===== src/rtl/pu_slave_spi_driver_cfg.sv =====
// SPI slave word engine: configurable mode and bit order, synchronised pin inputs,
// back-to-back words inside one chip-select frame, and mid-word abort detection.
module pu_slave_spi_driver_cfg #(
    parameter int unsigned DATA_WIDTH  = 8,
    parameter bit          CPOL        = 1'b0,
    parameter bit          CPHA        = 1'b0,
    parameter bit          MSB_FIRST   = 1'b1,
    parameter int unsigned SYNC_STAGES = 2
) (
    input  logic                  clk,
    input  logic                  rst_n,
    input  logic [DATA_WIDTH-1:0] data_in,
    output logic                  ready,
    output logic                  prepare,
    output logic [DATA_WIDTH-1:0] data_out,
    output logic                  data_valid,
    output logic                  frame_err,
    output logic                  miso,
    input  logic                  mosi,
    input  logic                  sclk,
    input  logic                  cs
);

    localparam int unsigned CNT_W = $clog2(DATA_WIDTH + 1);

    typedef enum logic {
        StIdle,
        StXfer
    } state_e;

    state_e state_q, state_d;

    logic [SYNC_STAGES-1:0] sclk_sync_q;
    logic [SYNC_STAGES-1:0] mosi_sync_q;
    logic [SYNC_STAGES-1:0] cs_sync_q;
    logic [SYNC_STAGES-1:0] fill_q;
    logic                   sclk_prev_q;

    logic                  sclk_s;
    logic                  mosi_s;
    logic                  cs_s;
    logic                  lead_edge;
    logic                  trail_edge;
    logic                  sample_edge;
    logic                  shift_edge;

    logic [CNT_W-1:0]      cnt_q, cnt_d, cnt_inc;
    logic [DATA_WIDTH-1:0] tx_q, tx_d;
    logic [DATA_WIDTH-1:0] rx_q, rx_d, rx_next;
    logic [DATA_WIDTH-1:0] dout_q, dout_d;
    logic                  miso_q, miso_d;
    logic                  ready_q, ready_d;
    logic                  prep_q, prep_d;
    logic                  dv_q, dv_d;
    logic                  ferr_q, ferr_d;
    logic                  armed_q, armed_d;
    logic                  word_done;

    function automatic logic tx_bit(input logic [DATA_WIDTH-1:0] v);
        return MSB_FIRST ? v[DATA_WIDTH-1] : v[0];
    endfunction

    function automatic logic [DATA_WIDTH-1:0] tx_shift(input logic [DATA_WIDTH-1:0] v);
        return MSB_FIRST ? {v[DATA_WIDTH-2:0], 1'b0} : {1'b0, v[DATA_WIDTH-1:1]};
    endfunction

    always_ff @(posedge clk or negedge rst_n) begin
        if (!rst_n) begin
            sclk_sync_q <= {SYNC_STAGES{CPOL}};
            mosi_sync_q <= '0;
            cs_sync_q   <= '1;
            fill_q      <= '0;
            sclk_prev_q <= CPOL;
        end else begin
            sclk_sync_q <= {sclk_sync_q[SYNC_STAGES-2:0], sclk};
            mosi_sync_q <= {mosi_sync_q[SYNC_STAGES-2:0], mosi};
            cs_sync_q   <= {cs_sync_q[SYNC_STAGES-2:0], cs};
            fill_q      <= {fill_q[SYNC_STAGES-2:0], 1'b1};
            sclk_prev_q <= sclk_sync_q[SYNC_STAGES-1];
        end
    end

    assign sclk_s      = sclk_sync_q[SYNC_STAGES-1];
    assign mosi_s      = mosi_sync_q[SYNC_STAGES-1];
    assign cs_s        = cs_sync_q[SYNC_STAGES-1];
    assign lead_edge   = (sclk_prev_q == CPOL) && (sclk_s != CPOL);
    assign trail_edge  = (sclk_prev_q != CPOL) && (sclk_s == CPOL);
    assign sample_edge = CPHA ? trail_edge : lead_edge;
    assign shift_edge  = CPHA ? lead_edge : trail_edge;

    assign cnt_inc = cnt_q + CNT_W'(1);
    assign rx_next = MSB_FIRST ? {rx_q[DATA_WIDTH-2:0], mosi_s}
                               : {mosi_s, rx_q[DATA_WIDTH-1:1]};

    always_comb begin
        state_d   = state_q;
        cnt_d     = cnt_q;
        tx_d      = tx_q;
        rx_d      = rx_q;
        dout_d    = dout_q;
        miso_d    = miso_q;
        ready_d   = ready_q;
        prep_d    = 1'b0;
        dv_d      = 1'b0;
        ferr_d    = 1'b0;
        word_done = 1'b0;
        // A frame may only start once cs has been seen high through a fully refilled
        // synchroniser, so a reset in the middle of a frame cannot resume that frame.
        armed_d   = armed_q | (fill_q[SYNC_STAGES-1] & cs_s);

        unique case (state_q)
            StIdle: begin
                ready_d = 1'b1;
                if (armed_q && !cs_s) begin
                    state_d = StXfer;
                    ready_d = 1'b0;
                    cnt_d   = '0;
                    rx_d    = '0;
                    tx_d    = data_in;
                    if (!CPHA) begin
                        miso_d = tx_bit(data_in);
                        tx_d   = tx_shift(data_in);
                    end
                end
            end
            StXfer: begin
                if (sample_edge) begin
                    rx_d = rx_next;
                    if (cnt_inc == CNT_W'(DATA_WIDTH)) begin
                        word_done = 1'b1;
                        cnt_d     = '0;
                        dout_d    = rx_next;
                        dv_d      = 1'b1;
                        tx_d      = data_in;
                    end else begin
                        cnt_d = cnt_inc;
                        if (cnt_inc == CNT_W'(DATA_WIDTH - 1)) begin
                            prep_d = 1'b1;
                        end
                    end
                end else if (shift_edge && !cs_s) begin
                    miso_d = tx_bit(tx_q);
                    tx_d   = tx_shift(tx_q);
                end
                // A sample edge coinciding with cs rising still completes the word.
                if (cs_s) begin
                    state_d = StIdle;
                    ready_d = 1'b1;
                    if (!word_done && (cnt_d != '0)) begin
                        ferr_d = 1'b1;
                    end
                end
            end
            default: state_d = StIdle;
        endcase
    end

    always_ff @(posedge clk or negedge rst_n) begin
        if (!rst_n) begin
            state_q <= StIdle;
            cnt_q   <= '0;
            tx_q    <= '0;
            rx_q    <= '0;
            dout_q  <= '0;
            miso_q  <= 1'b0;
            ready_q <= 1'b1;
            prep_q  <= 1'b0;
            dv_q    <= 1'b0;
            ferr_q  <= 1'b0;
            armed_q <= 1'b0;
        end else begin
            state_q <= state_d;
            cnt_q   <= cnt_d;
            tx_q    <= tx_d;
            rx_q    <= rx_d;
            dout_q  <= dout_d;
            miso_q  <= miso_d;
            ready_q <= ready_d;
            prep_q  <= prep_d;
            dv_q    <= dv_d;
            ferr_q  <= ferr_d;
            armed_q <= armed_d;
        end
    end

    assign ready      = ready_q;
    assign prepare    = prep_q;
    assign data_out   = dout_q;
    assign data_valid = dv_q;
    assign frame_err  = ferr_q;
    assign miso       = miso_q;

endmodule


===== config.mk =====
export PLATFORM = sky130hd
export DESIGN_NAME = pu_slave_spi_driver_cfg
export DESIGN_NICKNAME = d
export VERILOG_FILES = /design/src/rtl/pu_slave_spi_driver_cfg.sv
export SDC_FILE = /design/constraint.sdc
export NUM_CORES = 1
export LEC_CHECK = 0
export BUFFER_PORTS_ARGS = -buffer_cell sky130_fd_sc_hd__buf_4
export CORE_ASPECT_RATIO = 0.6
export CORE_UTILIZATION = 45
export DETAILED_ROUTE_END_ITERATION = 12
export GPL_ROUTABILITY_DRIVEN = 0
export GPL_TIMING_DRIVEN = 1
export PLACE_DENSITY = 0.7
export SLEW_MARGIN = 20
export SYNTH_ARGS = -nofsm -noshare
export SYNTH_HDL_FRONTEND = slang
export SYNTH_SLANG_ARGS = --single-unit

===== constraint.sdc =====
create_clock -name clk -period 2.9 [get_ports clk]
set_input_delay 0 -clock clk [delete_from_list [all_inputs] [get_ports clk]]
set_output_delay 0 -clock clk [all_outputs]
set_load 0.05 [all_outputs]

==> results.yml, run 1 <==
final_layout:
  final_common_cell: "dfrtp_1"
  n_antenna_cell: 0
  layout-drive-gt1-share: 0.305
  fin_nets: 204
  area_delta_synth_final_pct: 21.6
  n_fill_cell: 305
  instances_no_fill: 247
  final_util: 0.600
  final_cell_mix: "40 x dfrtp_1, 27 x buf_4, 18 x nand2_1, 15 x nor2_1, 10 x a22o_1"
clock_tree:
  cts.sinks: 43
  h-tree-depth: 2
  cts-root-buf: "clkbuf_8"
  cts_made_buffers: 5
  clk_latency_ns: 0.29
  clkSlewWorstSetupHoldPaths_ns: 0.08
  cts.path.max_buffers: 2
  cts_tree: "yes"
critical_path:
  cp_slowest_cell: "dfstp_2"
  worst-endpoint-arrival_ns: 2.34
  ff2ff_setup_slack_ns: 0.74
  slowest_delay_ns: 0.58
  timing.rr.end: "tx_q[3]"
  crit_start: "cs_sync_q[1]"
  crit_end: "tx_q[3]"
  crit_path_start_kind: "flip-flop"
  cp-end-kind: "flip-flop"
  path_max_fanout: 8
  worstSetupPathType: "flip-flop to flip-flop"
  cp.depth: 4
  worstPathRequired_ns: 3.08
  crit_chain: "nand2b_1 -> nor2b_1 -> o32a_1 -> mux2_4"
  timing.rr.start: "cs_sync_q[1]"
  path_buf_inv: 0
  rr_worst_depth: 4
  cpLargestDelayFamily: "flip-flops"
global_routing:
  grt_pass1_vias: 1260
  grt_usage: 0.186
  grt_pass1_wl_mm: 6.12
  antenna_found_initial: 0
  grt-ovfl-total: 0
  grt_max_degree: 44
synthesis:
  synth.avg_cell_area_um2: 11.9
  synth_seq_cells: 43
  synth_compound_area_frac: 0.142
  syn_area_um2: 1900
  synth_cell_type_count: 40
  synth_top_family_by_area: "compound AO/OA/AOI/OAI gates"
  yosys_warnings: 0
  synth-simple-area-share: 0.126
  synth_xor_xnor_area_share: 0.00923
  synth_nets: 174
  netlist_instances: 159
  netlist_top_cells_area: "dfrtp_1 53%, mux2_4 5.5%, mux2_2 4.7%"
  synth_top_area_share: 0.527
  synth_mux_area_frac: 0.108
  yosysTopAreaCell: "dfrtp_1"
  synthAdderAreaFrac: 0.0132
  ys_seq_area_frac: 0.569
drt:
  drtPass1Iterations: 4
  ant_nets: 0
  vias: 1285
  totalWireLength_mm: 3.46
  drt_iter0_drc: 87
  wl_per_cell_um: 14.0
  drc_errors: 0
  routed_via_density: 5.20
floorplanning:
  die_area_um2: 4490
  start_util: 0.493
  die_width_um: 85.8
  rows: 17
  pin_count: 26
  dieHeight_um: 52.3
  coreArea_um2: 3850
timing:
  maxSlewViolCount: 0
  grt_setup_unrepaired: "no"
  hold-worst-slack_ns: 0.0983
  hold_viol_final: 0
  min_period_ns: 2.16
  setup-violations-final: 0
  relSlewSlack: 0.630
  tightest_slew_ns: 0.554
  clock_skew_ns: 0.00514
  setup_tns_ns: 0
  fin_crit_sh: 0.746
  fmaxAchievable_ghz: 0.462
power:
  p_leak_nw: 1.12
  p_per_area_nw_per_um2: 609
  peakVddDrop_mv: 0.298
job:
  drv_cap: 0
place:
  port_buffers: 25
  dp_cells: 234
  dpl.hpwl_mm: 2.34
status:
  status: "complete, no violations"
worst_hold_path:
  hp-class: "primary input to flip-flop"
[sequential cells by signal, summed over array words and instances (netlist names)]
signal / flops
sclk_sync_q: 2
data_out: 8
miso: 1
data_valid: 1
mosi_sync_q: 2
ready: 1
cs_sync_q: 2
rx_q: 7
cnt_q: 4
sclk_prev_q: 1
tx_q: 8
prepare: 1
fill_q: 2
state_q: 1
frame_err: 1
armed_q: 1
[worst min-delay path by stage]
stage               startpoint          to  slack [ns]  cells past startpoint
floorplan                rst_n     armed_q       -0.30                      0
global placement         rst_n  data_valid        0.01                      1
detailed placement       rst_n  data_valid        0.02                      1
CTS                 data_in[7]        miso         0.1                      3
global route        data_in[7]        miso        0.09                      3
finish              data_in[7]        miso         0.1                      3
[cell usage after synthesis]
library cell / number
a221oi_1: 1
dfrtp_1: 40
o211a_1: 1
nand3_1: 1
conb_1: 1
clkbuf_1: 6
inv_1: 3
a21oi_1: 1
dfstp_2: 3
nor3b_1: 2
a31oi_1: 8
nand2_1: 18
and3b_1: 1
xnor2_1: 2
and2b_1: 2
o21ai_0: 1
mux2_2: 8
nor2_1: 15
nand2b_1: 2
a211oi_1: 1
a21o_1: 1
mux2i_1: 1
o211ai_2: 1
o31ai_1: 1
nor2b_1: 3
o311ai_0: 1
buf_2: 1
a22o_2: 3
nor4_1: 2
and2_1: 1
a21boi_2: 1
buf_4: 1
o2111ai_1: 1
buf_6: 1
nor2_4: 1
ha_1: 2
mux2_4: 7
nor3_1: 2
a22o_1: 10
o32a_1: 1
[area by class of cell]
class,count,area (um^2),area share
Sequential cell,43,1080,0.468
Multi-Input combinational cell,104,761,0.330
Timing Repair Buffer,32,253,0.109
Clock buffer,6,72.6,0.0314
Tap cell,57,71.3,0.0309
Clock inverter,2,60.1,0.0260
Inverter,3,11.3,0.00488
[through the flow]
stage               area [um^2]  power [mW]  setup slack, ns
floorplan                  1900       0.811             1.12
global placement           2130       0.862            0.863
detailed placement         2130       0.870            0.763
CTS                        2310        1.42            0.749
global route               2310        1.48            0.641
finish                     2310        1.41            0.735
[cells by family after synthesis]
kind of cell    Yosys count
compound gates           33
xor+xnor                  2
fa+ha+maj                 2
buf+inv                  12
flops                    43
mux                      16
other cells               1
simple gates             50
[per-layer routing]
metal,up-vias,track usage,part of all wire
li1,622,-,-
met1,631,0.248,0.51
met2,28,0.279,0.44
met3,4,0.0835,0.047
met4,0,0.0472,0.0055
met5,-,0,0
[report_power, final]
part	internal (mW)	switching, mW
combinational	0.0929	0.0906
sequential	0.644	0.0369
clock	0.344	0.197
[worst min-delay path, cell delays in order]
cell and delay, ns:
buf_4 0.12, nor3_1 0.16, a221oi_1 0.07
[timing repair]
| action | 4_1_cts | 5_1_grt |
|---|---|---|
| hold buffers | 5 | 0 |
| resized for setup | 0 | 0 |
| buffers inserted | 0 | 0 |
| hold endpoints to repair | 44 | 0 |
(Power assumes the default switching activity.)
==> run 2, diff against run 1 <==
--- a/config.mk
+++ b/config.mk
@@ -11,7 +11,7 @@
 export DETAILED_ROUTE_END_ITERATION = 12
 export GPL_ROUTABILITY_DRIVEN = 0
 export GPL_TIMING_DRIVEN = 1
-export PLACE_DENSITY = 0.7
+export PLACE_DENSITY = 0.72
 export SLEW_MARGIN = 20
 export SYNTH_ARGS = -nofsm -noshare
 export SYNTH_HDL_FRONTEND = slang
==> constraint.sdc (replaced) <==
create_clock -name clk -period 1.8 [get_ports clk]
set_input_delay 0 -clock clk [delete_from_list [all_inputs] [get_ports clk]]
set_output_delay 0 -clock clk [all_outputs]
set_load 0.05 [all_outputs]
==> results.yml, run 2 (synthesis gave the netlist of run 1 again) <==
timing:
  fin_crit_sh: 0.943
  setup_slack_ns: 0.102
  grt_setup_unrepaired: "no"
  fmaxAchievable_ghz: 0.589
  tightest_slew_ns: 0.526
  relSlewSlack: 0.649
  setup-violations-final: 0
  min_period_ns: 1.70
  clock_skew_ns: 0.00786
  hold_viol_final: 0
  maxSlewViolCount: 0
final_layout:
  instances_no_fill: 262
  seq_area_um2: 1080
  layout-drive-gt1-share: 0.371
  n_antenna_cell: 0
  final_common_cell: "buf_4"
  fin_area_um2: 2400
  fin_nets: 219
  area_delta_synth_final_pct: 26.5
  n_fill_cell: 299
  final_cell_mix: "41 x buf_4, 38 x dfrtp_1, 18 x nand2_1, 15 x nor2_1, 10 x a22o_1"
  multi_input_area_um2: 773
critical_path:
  worst-endpoint-arrival_ns: 1.87
  path_max_fanout: 8
  path_buf_inv: 0
  cp_slowest_cell: "dfrtp_2"
  crit_path_start_kind: "flip-flop"
  cpLargestDelayFamily: "compound AO/OA/AOI/OAI gates"
  crit_chain: "a21boi_2 -> o211ai_2 -> o32a_4 -> mux2_4"
  worstPathRequired_ns: 1.97
  worstSetupPathType: "flip-flop to flip-flop"
  slowest_delay_ns: 0.46
  cp-end-kind: "flip-flop"
floorplanning:
  coreArea_um2: 3850
  die_width_um: 85.8
  die_area_um2: 4490
  rows: 17
  start_util: 0.493
  dieHeight_um: 52.3
  pin_count: 26
clock_tree:
  cts_tree: "yes"
  cts_made_buffers: 5
  cts-root-buf: "clkbuf_8"
  clkSlewWorstSetupHoldPaths_ns: 0.07
  cts.sinks: 43
  clk_latency_ns: 0.28
  h-tree-depth: 2
  cts.path.max_buffers: 2
power:
  internal_power_mw: 1.48
  seq_power_share: 0.546
  p_per_area_nw_per_um2: 834
  pwr-share-clk: 0.285
  sw_frac_of_total: 0.260
  p_sw_uw: 520
  p_leak_nw: 1.17
  p_comb_frac: 0.169
  peakVddDrop_mv: 0.344
global_routing:
  grt_pass1_wl_mm: 6.28
  grt_max_degree: 44
  antenna_found_initial: 0
  grt_pass1_vias: 1263
  grt_usage: 0.188
  grt-ovfl-total: 0
place:
  dp_cells: 248
  place_ws_ns: -0.0458
  placed_area_um2: 2230
  dpl.hpwl_mm: 2.68
  port_buffers: 25
job:
  drv_cap: 0
drt:
  drc_errors: 0
  wl_per_cell_um: 14.8
  ant_nets: 0
  drtPass1Iterations: 4
  routed_via_density: 5.29
  drt_iter0_drc: 83
  vias: 1385
  totalWireLength_mm: 3.88
worst_hold_path:
  hp-class: "primary input to flip-flop"
status:
  status: "complete, no violations"
==> run 2: cell count changes in the layout (fill, tap and decap cells not counted) <==
cell / change
buf_4: +14
dfrtp_1: -2
clkinvlp_4: +1
o32a_1: -1
clkinv_2: +1
dfrtp_2: +2
buf_12: +1
bufinv_16: -2
o32a_4: +1
==> run 2: worst register-to-register path: cells and delay by family (launching register included) <==
kind	cells	cell delay, ns
multiplexers	1	0.33
AO/OA/AOI/OAI	3	0.81
flip-flops	1	0.46
==> run 2: path summary, 6_finish.rpt <==
kind / depth (start not counted) / endpoint / slack (ns) / start
min in group asynchronous: 2 / tx_q[3] / 0.23 / rst_n
worst min-delay path: 4 / tx_q[5] / 0.14 / data_in[4]
worst min register to register: 0 / sclk_sync_q[1] / 0.35 / sclk_sync_q[0]
worst max-delay path: 4 / tx_q[4] / 0.10 / cnt_q[0]
max in group asynchronous: 2 / cnt_q[0] / 1.17 / rst_n
worst max register to register: 4 / tx_q[4] / 0.10 / cnt_q[0]
==> run 2: power groups by stage <==
stage                     logic, mW  registers, mW  clock network (mW)
after floorplan               0.187           1.12                   0
after CTS                     0.334           1.09               0.596
after global routing          0.367           1.10               0.643
after detailed placement      0.323           1.11                   0
after global placement        0.307           1.10                   0
final                         0.338           1.09               0.571
==> run 2: repair_timing <==
| item | CTS | global route |
|---|---|---|
| endpoints found under the setup margin | 7 | 15 |
| pin swaps | 0 | 1 |
| hold buffers | 5 | 0 |
| setup buffers | 0 | 1 |
| resized for setup | 1 | 3 |
| endpoints found under the hold margin | 44 | 0 |
==> run 2: layer usage <==
layer,part of all wire,GRT usage
met3,0.054,0.0551
met5,0,0
met1,0.48,0.251
met2,0.45,0.293
met4,0.014,0.0722
==> run 2: final cells by class <==
cell class | instances | area share
Sequential cell | 43 | 0.451
Multi-Input combinational cell | 104 | 0.322
Timing Repair Buffer | 47 | 0.157
Clock buffer | 6 | 0.0302
Tap cell | 57 | 0.0297
Clock inverter | 2 | 0.00521
Inverter | 3 | 0.00469
==> run 2: stage by stage <==
stage / util / total power [mW] / hold slack (ns) / setup TNS [ns]
after detailed placement: 0.579 / 1.43 / 0.0188 / -0.291
after global routing: 0.624 / 2.11 / 0.144 / 0
final: 0.624 / 2.00 / 0.137 / 0
after floorplan: - / 1.31 / -0.296 / 0
after global placement: 0.579 / 1.41 / 0.00962 / 0
after CTS: 0.615 / 2.02 / 0.116 / 0
==> run 3, diff against run 2 <==
--- a/config.mk
+++ b/config.mk
@@ -7,11 +7,11 @@
 export LEC_CHECK = 0
 export BUFFER_PORTS_ARGS = -buffer_cell sky130_fd_sc_hd__buf_4
 export CORE_ASPECT_RATIO = 0.6
-export CORE_UTILIZATION = 45
+export CORE_UTILIZATION = 50
 export DETAILED_ROUTE_END_ITERATION = 12
 export GPL_ROUTABILITY_DRIVEN = 0
 export GPL_TIMING_DRIVEN = 1
-export PLACE_DENSITY = 0.72
+export PLACE_DENSITY = 0.79
 export SLEW_MARGIN = 20
 export SYNTH_ARGS = -nofsm -noshare
 export SYNTH_HDL_FRONTEND = slang
==> results.yml, run 3 (synthesis gave the netlist of run 1 again) <==
status:
  status: "complete, no violations"
final_layout:
  final_cell_mix: "40 x buf_4, 39 x dfrtp_1, 18 x nand2_1, 15 x nor2_1, 10 x a22o_1"
  layout-drive-gt1-share: 0.365
  fin_area_um2: 2370
  fin_nets: 217
  n_antenna_cell: 0
  area_delta_synth_final_pct: 25.0
  final_util: 0.689
  instances_no_fill: 248
  final_common_cell: "buf_4"
  n_fill_cell: 258
power:
  peakVddDrop_mv: 0.622
  p_per_area_nw_per_um2: 910
  power_mw: 2.16
  p_leak_nw: 1.18
place:
  dpl.hpwl_mm: 2.61
  placed_area_um2: 2210
  dp_cells: 235
  port_buffers: 25
floorplanning:
  pin_count: 26
  coreArea_um2: 3440
  start_util: 0.551
  dieHeight_um: 49.7
  die_area_um2: 4050
  die_width_um: 81.5
  rows: 16
timing:
  tightest_slew_ns: 0.526
  clock_skew_ns: 0.00951
  setup-violations-final: 0
  fin_crit_sh: 0.971
  grt_setup_unrepaired: "no"
  setup_tns_ns: 0
  fmaxAchievable_ghz: 0.572
  maxSlewViolCount: 0
  relSlewSlack: 0.649
  hold_viol_final: 0
  min_period_ns: 1.75
global_routing:
  grt_max_degree: 44
  grt_usage: 0.208
  antenna_found_initial: 0
  grt_pass1_vias: 1351
  grt-ovfl-total: 0
  grt_pass1_wl_mm: 6.13
drt:
  drt_iter0_drc: 55
  wl_per_cell_um: 14.7
  routed_via_density: 5.48
  ant_nets: 0
  vias: 1358
  drtPass1Iterations: 4
  drc_errors: 0
  totalWireLength_mm: 3.66
clock_tree:
  clkSlewWorstSetupHoldPaths_ns: 0.08
  post_cts_buffers: 0
  cts_tree: "yes"
  cts.sinks: 43
  clk_latency_ns: 0.29
  cts-root-buf: "clkbuf_8"
  h-tree-depth: 2
  cts.path.max_buffers: 2
  cts_made_buffers: 5
worst_hold_path:
  hp-class: "primary input to flip-flop"
job:
  drv_cap: 0
critical_path:
  crit_path_start_kind: "flip-flop"
  cp-end-kind: "flip-flop"
  worstPathRequired_ns: 1.97
  worstSetupPathType: "flip-flop to flip-flop"
  worst-endpoint-arrival_ns: 1.92
  path_max_fanout: 8
[run 3: routing by layer]
layer	global-route usage	wire length, um
met5	0	0
met4	0.0804	14
met3	0.0648	291
met2	0.300	1630
met1	0.291	1720
[run 3: cell type report]
type | instances | area (um^2) | area share
sequential | 43 | 1080 | 0.455
timing repair buffer | 45 | 350 | 0.148
inverter | 3 | 11.3 | 0.00474
clock buffer | 5 | 68.8 | 0.0290
clock inverter | 3 | 43.8 | 0.0185
tap | 45 | 56.3 | 0.0237
multi-input combinational | 104 | 762 | 0.321
[run 3: metrics by stage]
| stage | setup WS [ns] | hold WS, ns |
|---|---|---|
| 2_1_floorplan | 0.0189 | -0.296 |
| 3_3_place_gp | 0.0726 | 0.00417 |
| 3_5_place_dp | -0.0504 | 0.0195 |
| 4_1_cts | 0.0163 | 0.0881 |
| 5_1_grt | 0.000610 | 0.0988 |
| 6_report | 0.0515 | 0.0965 |
[run 3: report_power, final]
part | internal (mW) | total (mW) | switching [mW]
Sequential | 1.04 | 1.09 | 0.0500
Clock | 0.413 | 0.741 | 0.328
Combinational | 0.168 | 0.330 | 0.161
[run 3: worst max-delay path, stage by stage, from the launching register on]
cell      delay, ns
dfrtp_1        0.41
and3b_1        0.27
o211ai_2       0.11
o32a_2         0.51
mux2_4         0.34
[run 3: what timing repair did]
action                     in CTS  in global routing
setup endpoints to repair       7                  7
hold buffers                    5                  0
resized for setup               1                  1
hold endpoints to repair       44                  0
cloned                          0                  0
[run 3: final timing paths]
kind | start | endpoint | slack, ns | cells past startpoint
worst min-delay path | data_in[7] | miso | 0.1 | 3
min in group asynchronous | rst_n | tx_q[3] | 0.23 | 2
worst min register to register | mosi_sync_q[0] | mosi_sync_q[1] | 0.36 | 0
worst max register to register | cnt_q[3] | tx_q[4] | 0.05 | 4
worst max-delay path | cnt_q[3] | tx_q[4] | 0.05 | 4
max in group asynchronous | rst_n | cnt_q[1] | 1.18 | 2
